[src/rtl/rv32i_mem_pkg.sv]
// Shared types and constants for the unified instruction/data memory arbiter.
package rv32i_mem_pkg;

    typedef enum logic [1:0] {
        OWNER_NONE = 2'd0,
        OWNER_IF   = 2'd1,
        OWNER_D    = 2'd2
    } owner_e;

    localparam int WORD_ADDR_W          = 30;
    localparam int DEFAULT_STARVE_LIMIT = 4;

endpackage

[src/rtl/rv32i_mem_arbiter_if.sv]
// Bus bundle between the fetch/data requesters, the arbiter and the unified memory.
interface rv32i_mem_arbiter_if #(
    parameter int CNT_W = 16
);
    import rv32i_mem_pkg::*;

    logic                   if_req;
    logic [31:0]            if_addr;
    logic                   if_gnt;
    logic                   if_rvalid;
    logic [31:0]            if_rdata;

    logic                   d_req;
    logic                   d_we;
    logic [31:0]            d_addr;
    logic [31:0]            d_wdata;
    logic [3:0]             d_wstrb;
    logic                   d_gnt;
    logic                   d_rvalid;
    logic [31:0]            d_rdata;

    logic                   mem_req;
    logic                   mem_we;
    logic [WORD_ADDR_W-1:0] mem_addr;
    logic [31:0]            mem_wdata;
    logic [3:0]             mem_wstrb;
    logic [31:0]            mem_rdata;

    logic [CNT_W-1:0]       if_stall_cnt;

    // The arbiter is the slave of both requesters and drives the memory port.
    modport slave (
        input  if_req, if_addr, d_req, d_we, d_addr, d_wdata, d_wstrb, mem_rdata,
        output if_gnt, if_rvalid, if_rdata, d_gnt, d_rvalid, d_rdata,
        output mem_req, mem_we, mem_addr, mem_wdata, mem_wstrb, if_stall_cnt
    );

    modport master (
        output if_req, if_addr, d_req, d_we, d_addr, d_wdata, d_wstrb, mem_rdata,
        input  if_gnt, if_rvalid, if_rdata, d_gnt, d_rvalid, d_rdata,
        input  mem_req, mem_we, mem_addr, mem_wdata, mem_wstrb, if_stall_cnt
    );

endinterface

[src/rtl/rv32i_starve_ctr.sv]
// Counts consecutive denied fetch cycles and flags when the fetch must win.
module rv32i_starve_ctr
    import rv32i_mem_pkg::*;
#(
    parameter int STARVE_LIMIT = DEFAULT_STARVE_LIMIT
) (
    input  logic clk,
    input  logic rst,
    input  logic if_req_i,
    input  logic if_gnt_i,
    output logic starve_o
);

    localparam int            CW    = $clog2(STARVE_LIMIT + 1);
    localparam logic [CW-1:0] LIMIT = CW'(STARVE_LIMIT);

    logic [CW-1:0] cnt_q;
    logic [CW-1:0] cnt_d;

    // Any grant or idle fetch restarts the count; it never runs past the limit.
    always_comb begin
        cnt_d = '0;
        if (if_req_i && !if_gnt_i) begin
            cnt_d = (cnt_q == LIMIT) ? cnt_q : cnt_q + CW'(1);
        end
    end

    always_ff @(posedge clk) begin
        if (rst) begin
            cnt_q <= '0;
        end else begin
            cnt_q <= cnt_d;
        end
    end

    assign starve_o = (cnt_q == LIMIT);

endmodule

[src/rtl/rv32i_mem_arbiter.sv]
// Two-requester arbiter sharing one single-cycle-latency memory between fetch and load/store.
module rv32i_mem_arbiter
    import rv32i_mem_pkg::*;
#(
    parameter int STARVE_LIMIT = DEFAULT_STARVE_LIMIT,
    parameter int CNT_W        = 16
) (
    input logic               clk,
    input logic               rst,
    rv32i_mem_arbiter_if.slave bus
);

    logic             starve;
    logic             ifGnt;
    logic             dGnt;
    owner_e           owner_q;
    owner_e           owner_d;
    logic             storeAck_q;
    logic             storeAck_d;
    logic [CNT_W-1:0] stallCnt_q;
    logic [CNT_W-1:0] stallCnt_d;
    logic             ifValid;
    logic             dValid;
    logic             unusedAddrBits;

    rv32i_starve_ctr #(
        .STARVE_LIMIT(STARVE_LIMIT)
    ) u_starve_ctr (
        .clk      (clk),
        .rst      (rst),
        .if_req_i (bus.if_req),
        .if_gnt_i (ifGnt),
        .starve_o (starve)
    );

    // Data normally wins; a starved fetch overrides it for exactly one cycle.
    always_comb begin
        ifGnt = 1'b0;
        dGnt  = 1'b0;
        if (!rst) begin
            if (bus.if_req && (!bus.d_req || starve)) begin
                ifGnt = 1'b1;
            end else if (bus.d_req) begin
                dGnt = 1'b1;
            end
        end
    end

    always_comb begin
        bus.mem_req   = ifGnt | dGnt;
        bus.mem_we    = 1'b0;
        bus.mem_addr  = '0;
        bus.mem_wdata = '0;
        bus.mem_wstrb = 4'h0;
        owner_d       = OWNER_NONE;
        storeAck_d    = 1'b0;
        if (dGnt) begin
            bus.mem_we    = bus.d_we;
            bus.mem_addr  = bus.d_addr[31:2];
            bus.mem_wdata = bus.d_wdata;
            bus.mem_wstrb = bus.d_we ? bus.d_wstrb : 4'h0;
            owner_d       = OWNER_D;
            storeAck_d    = bus.d_we;
        end else if (ifGnt) begin
            bus.mem_addr  = bus.if_addr[31:2];
            owner_d       = OWNER_IF;
        end
    end

    always_comb begin
        stallCnt_d = stallCnt_q;
        if (bus.if_req && !ifGnt && (stallCnt_q != {CNT_W{1'b1}})) begin
            stallCnt_d = stallCnt_q + CNT_W'(1);
        end
    end

    always_ff @(posedge clk) begin
        if (rst) begin
            owner_q    <= OWNER_NONE;
            storeAck_q <= 1'b0;
            stallCnt_q <= '0;
        end else begin
            owner_q    <= owner_d;
            storeAck_q <= storeAck_d;
            stallCnt_q <= stallCnt_d;
        end
    end

    // Gating with rst drops a response whose grant happened just before reset.
    assign ifValid          = !rst && (owner_q == OWNER_IF);
    assign dValid           = !rst && (owner_q == OWNER_D);
    assign bus.if_gnt       = ifGnt;
    assign bus.d_gnt        = dGnt;
    assign bus.if_rvalid    = ifValid;
    assign bus.d_rvalid     = dValid;
    assign bus.if_rdata     = ifValid ? bus.mem_rdata : 32'h0;
    assign bus.d_rdata      = (dValid && !storeAck_q) ? bus.mem_rdata : 32'h0;
    assign bus.if_stall_cnt = stallCnt_q;
    assign unusedAddrBits   = ^{bus.if_addr[1:0], bus.d_addr[1:0]};

endmodule

[src/flat_wrapper.sv]
// flat-port wrapper written by rule: the top's interface ports become plain ports
module rv32i_mem_arbiter_flat import rv32i_mem_pkg::*;
#(
    parameter int STARVE_LIMIT = DEFAULT_STARVE_LIMIT,
    parameter int CNT_W        = 16
)
  (clk, rst, bus_if_req, bus_if_addr, bus_d_req, bus_d_we, bus_d_addr, bus_d_wdata, bus_d_wstrb, bus_mem_rdata, bus_if_gnt, bus_if_rvalid, bus_if_rdata, bus_d_gnt, bus_d_rvalid, bus_d_rdata, bus_mem_req, bus_mem_we, bus_mem_addr, bus_mem_wdata, bus_mem_wstrb, bus_if_stall_cnt);
  rv32i_mem_arbiter_if #(.CNT_W(CNT_W)) bus_i ();
  input logic clk;
  input logic rst;
  input wire logic [$bits(bus_i.if_req)-1:0] bus_if_req;
  input wire logic [$bits(bus_i.if_addr)-1:0] bus_if_addr;
  input wire logic [$bits(bus_i.d_req)-1:0] bus_d_req;
  input wire logic [$bits(bus_i.d_we)-1:0] bus_d_we;
  input wire logic [$bits(bus_i.d_addr)-1:0] bus_d_addr;
  input wire logic [$bits(bus_i.d_wdata)-1:0] bus_d_wdata;
  input wire logic [$bits(bus_i.d_wstrb)-1:0] bus_d_wstrb;
  input wire logic [$bits(bus_i.mem_rdata)-1:0] bus_mem_rdata;
  output wire logic [$bits(bus_i.if_gnt)-1:0] bus_if_gnt;
  output wire logic [$bits(bus_i.if_rvalid)-1:0] bus_if_rvalid;
  output wire logic [$bits(bus_i.if_rdata)-1:0] bus_if_rdata;
  output wire logic [$bits(bus_i.d_gnt)-1:0] bus_d_gnt;
  output wire logic [$bits(bus_i.d_rvalid)-1:0] bus_d_rvalid;
  output wire logic [$bits(bus_i.d_rdata)-1:0] bus_d_rdata;
  output wire logic [$bits(bus_i.mem_req)-1:0] bus_mem_req;
  output wire logic [$bits(bus_i.mem_we)-1:0] bus_mem_we;
  output wire logic [$bits(bus_i.mem_addr)-1:0] bus_mem_addr;
  output wire logic [$bits(bus_i.mem_wdata)-1:0] bus_mem_wdata;
  output wire logic [$bits(bus_i.mem_wstrb)-1:0] bus_mem_wstrb;
  output wire logic [$bits(bus_i.if_stall_cnt)-1:0] bus_if_stall_cnt;
  assign bus_i.if_req = bus_if_req;
  assign bus_i.if_addr = bus_if_addr;
  assign bus_i.d_req = bus_d_req;
  assign bus_i.d_we = bus_d_we;
  assign bus_i.d_addr = bus_d_addr;
  assign bus_i.d_wdata = bus_d_wdata;
  assign bus_i.d_wstrb = bus_d_wstrb;
  assign bus_i.mem_rdata = bus_mem_rdata;
  assign bus_if_gnt = bus_i.if_gnt;
  assign bus_if_rvalid = bus_i.if_rvalid;
  assign bus_if_rdata = bus_i.if_rdata;
  assign bus_d_gnt = bus_i.d_gnt;
  assign bus_d_rvalid = bus_i.d_rvalid;
  assign bus_d_rdata = bus_i.d_rdata;
  assign bus_mem_req = bus_i.mem_req;
  assign bus_mem_we = bus_i.mem_we;
  assign bus_mem_addr = bus_i.mem_addr;
  assign bus_mem_wdata = bus_i.mem_wdata;
  assign bus_mem_wstrb = bus_i.mem_wstrb;
  assign bus_if_stall_cnt = bus_i.if_stall_cnt;
  rv32i_mem_arbiter #(.STARVE_LIMIT(STARVE_LIMIT), .CNT_W(CNT_W)) u_core (.clk(clk), .rst(rst), .bus(bus_i));
endmodule
[config.mk]
export PLATFORM = sky130hd
export DESIGN_NAME = rv32i_mem_arbiter_flat
export DESIGN_NICKNAME = d
export VERILOG_FILES = /design/src/rtl/rv32i_mem_pkg.sv /design/src/rtl/rv32i_mem_arbiter_if.sv /design/src/rtl/rv32i_starve_ctr.sv /design/src/rtl/rv32i_mem_arbiter.sv /design/src/flat_wrapper.sv
export SDC_FILE = /design/constraint.sdc
export NUM_CORES = 1
export LEC_CHECK = 0
export ABC_AREA = 1
export CORE_AREA = 2 2 114 116
export DETAILED_ROUTE_END_ITERATION = 10
export DIE_AREA = 0 0 116 118
export SKIP_LAST_GASP = 1
export SYNTH_ARGS = -nofsm -noshare
export SYNTH_HDL_FRONTEND = slang
export SYNTH_HIERARCHICAL = 1
export SYNTH_SLANG_ARGS = --single-unit
[constraint.sdc]
create_clock -name clk -period 2.35 [get_ports clk]
set_input_delay 0.47 -clock clk [delete_from_list [all_inputs] [get_ports clk]]
set_output_delay 0.47 -clock clk [all_outputs]
set_load 0.02 [all_outputs]
==> flow_metrics.tcl <==
set metrics [dict create \
    numPortBuffers 284 \
    arrival_ns 1.87 \
    cts_buffer_depth 2 \
    nets 846 \
    skew_ns 0.00163 \
    gp_congestion 0.857 \
    hold_violations 0 \
    ys_top_cells_by_area "nor2_1 24%, dfxtp_1 20%, inv_1 15%" \
    grt_pass1_vias 3525 \
    rsz0062_at_grt "true" \
    cts_tree "done" \
    placed_area_sq_um 5390 \
    synth_simple_gate_area_share_pct 42.7 \
    fp.dieH_microns 118 \
    num_rows 41 \
    post_drt_via_cell_ratio 4.14 \
    wl_microns 12800 \
    vias 3633 \
    syn-cell-area_sq_um 2210 \
    slowest_stage "clkdlybuf4s50_1" \
    dp_slack_ns -0.497 \
    num-fill-cells 1341 \
    p_total_mw 1.46 \
    syn_nets 551 \
    crit_chain "clkdlybuf4s50_1, nand2_2, nand2_2, nand3_4, buf_12, buf_4, nor2_4, buf_4" \
    synth_xor_area_share_pct 0 \
    seqCellArea_sq_um 443 \
    max-slew-margin-rel_pct 81.0 \
    finalWorstSetupSlack_ns 0.00622 \
    min_path_cells 2 \
    syn_to_final_growth_pct 145 \
    yosys.area.top_type "nor2_1" \
    yosysSeqAreaShare_pct 19.9 \
    synthMuxAreaShare_pct 0 \
    route.detailed.drc 0 \
    die_w_microns 116 \
    crit_path_end_kind "primary output" \
    multiInputGateArea_sq_um 1380 \
    power_density_nw_per_um2 269 \
    grt_max_degree 34 \
    final_common_cell "clkdlybuf4s50_1" \
    hp-class "reg2reg" \
    coreArea_sq_um 12400 \
    slew_violations 0 \
    ant_nets 0 \
    ctsRootBufferMaster "clkbuf_16" \
    max_stage_delay_ns 0.49 \
    netlist.area_leader.share_pct 23.6 \
    fin_crit_sh_pct 99.7 \
    synth_top_family_by_area "simple AND/OR/NAND/NOR gates" \
    ios 289 \
    syn_inst 411 \
    r2r_cells 13 \
    grtUsageTotal_pct 17.5 \
    synth-compound-area-share_pct 15.5 \
    wl_per_cell_microns 14.6 \
    ir_drop_mv 0.213 \
    fmax_ghz 0.427 \
    grt_pass1_wl_microns 18700 \
    setup_viol 0 \
    drt_iter0_markers 120 \
    critPathKind "in2out" \
    clk_latency_ns 0.25 \
    ys.warnings.count 6 \
    cts_hold_buf 0 \
    cts_made_buffers 3 \
    synth_seq_cells 22 \
    worstPathRequired_ns 1.88 \
    antenna_found_initial 0 \
    clkTransAtPathRegs_ns 0.06 \
    worst_slew_pin_slew_ns 0.283 \
    period_needed_ns 2.34 \
    final_cell_mix "147 x clkdlybuf4s50_1, 136 x nor2_1, 88 x inv_1" \
    netlist-cell-type-count 22 \
    final_cell_area_sq_um 5430 \
    synth.avg_cell_area_sq_um 5.39 \
    drive_gt1_share_pct 19.1 \
    synth_fa_ha_area_share_pct 1.70 \
    cp_top_family "buffers and inverters" \
    overflow 0 \
    dr.pass1.iters 4 \
    fp.dieArea_sq_um 13700 \
    hpwl_microns 10700 \
    total_leakage_power_nw 2.76 \
    htreeDepth 1 \
    status "completed" \
    cp.depth 8 \
    maxCapViolCount 0 \
    start_util_pct 17.8 \
    cp_max_fo 20 \
    cts_sinks 22 \
    critPathBufInv 4 \
    worstSetupStartpointType "primary input" \
]
==> flip-flops by register name, summed over array words and instances, names as in the netlist <==
signal,count
u_core/storeAck_q,1
u_core/u_starve_ctr/cnt_q,3
u_core/bus.if_stall_cnt,16
u_core/owner_q,2
==> stage by stage <==
step | TNS, ns | utilization, % | instances | hold slack (ns)
6_report | 0 | 43.7 | 878 | 0.555
2_1_floorplan | 0 | - | 411 | 0.465
3_5_place_dp | -38.86 | 43.4 | 869 | 0.536
5_1_grt | -1.38 | 43.7 | 877 | 0.574
3_3_place_gp | -38.46 | 43.4 | 869 | 0.520
4_1_cts | -2.04 | 44.8 | 874 | 0.550
==> Yosys cell counts (all sizes together) <==
master    n
nor3      1
clkbuf    9
buf      11
nand2    52
a21oi    15
nor2    144
dfxtp    22
nand3b    4
o21ai     1
nand3    26
inv      91
a22o     30
ha        3
nand4     2
==> worst paths after layout <==
| check | from | end | slack (ns) |
|---|---|---|---|
| max | bus_d_req | bus_mem_wstrb[0] | 0.006 |
| min reg2reg | u_core/bus.if_stall_cnt[15] | u_core/bus.if_stall_cnt[15] | 0.55 |
| min | u_core/bus.if_stall_cnt[15] | u_core/bus.if_stall_cnt[15] | 0.55 |
| max reg2reg | u_core/u_starve_ctr/cnt_q[0] | u_core/bus.if_stall_cnt[11] | 0.57 |
==> worst reg2reg max path, cell delays in order, from the launching register on <==
cell and delay [ns]:
dfxtp_2 0.32, inv_1 0.05, ha_2 0.18, nand2_2 0.07, inv_1 0.04, inv_1 0.05
nand2_2 0.06, nand3_2 0.09, buf_4 0.14, nand2_2 0.17, nor2_1 0.27, nand3_1 0.11
nand2_1 0.08, nor2_1 0.04
==> cell families (layout without fill, tap and decap cells) <==
| group | after synthesis | count (layout) |
|---|---|---|
| other cells | 0 | 1 |
| simple gates | 229 | 229 |
| compound gates | 46 | 46 |
| fa+ha+maj | 3 | 3 |
| flops | 22 | 22 |
| buf+inv | 111 | 405 |
==> per-layer routing <==
| layer | track usage, % | share of wire, % | vias to the layer above |
|---|---|---|---|
| met3 | 4.17 | 8.6 | 16 |
| li1 | - | - | 1833 |
| met2 | 32.6 | 51 | 189 |
| met4 | 5.13 | 3.0 | 0 |
| met1 | 19.2 | 37 | 1595 |
| met5 | 0 | 0 | - |
==> layout make-up <==
cell class / count / share of cell area, %
repair buffers: 310 / 54.3
multi-input cells: 278 / 25.5
flip-flops and latches: 22 / 8.16
inverters: 91 / 6.43
well taps: 172 / 3.97
clock buffers: 4 / 1.64
diodes: 1 / 0.0461
==> what timing repair did <==
item,in CTS,in global routing
resized for setup,281,77
gates cloned,1,1
buffers inserted,0,2
endpoints found under the setup margin,128,63
pin swaps,1,2
==> report_power, final <==
part | internal [mW] | switching, mW
registers | 0.381 | 0.00724
logic | 0.372 | 0.305
clock network | 0.260 | 0.135
No activity file was read; power rests on OpenSTA's default activity.
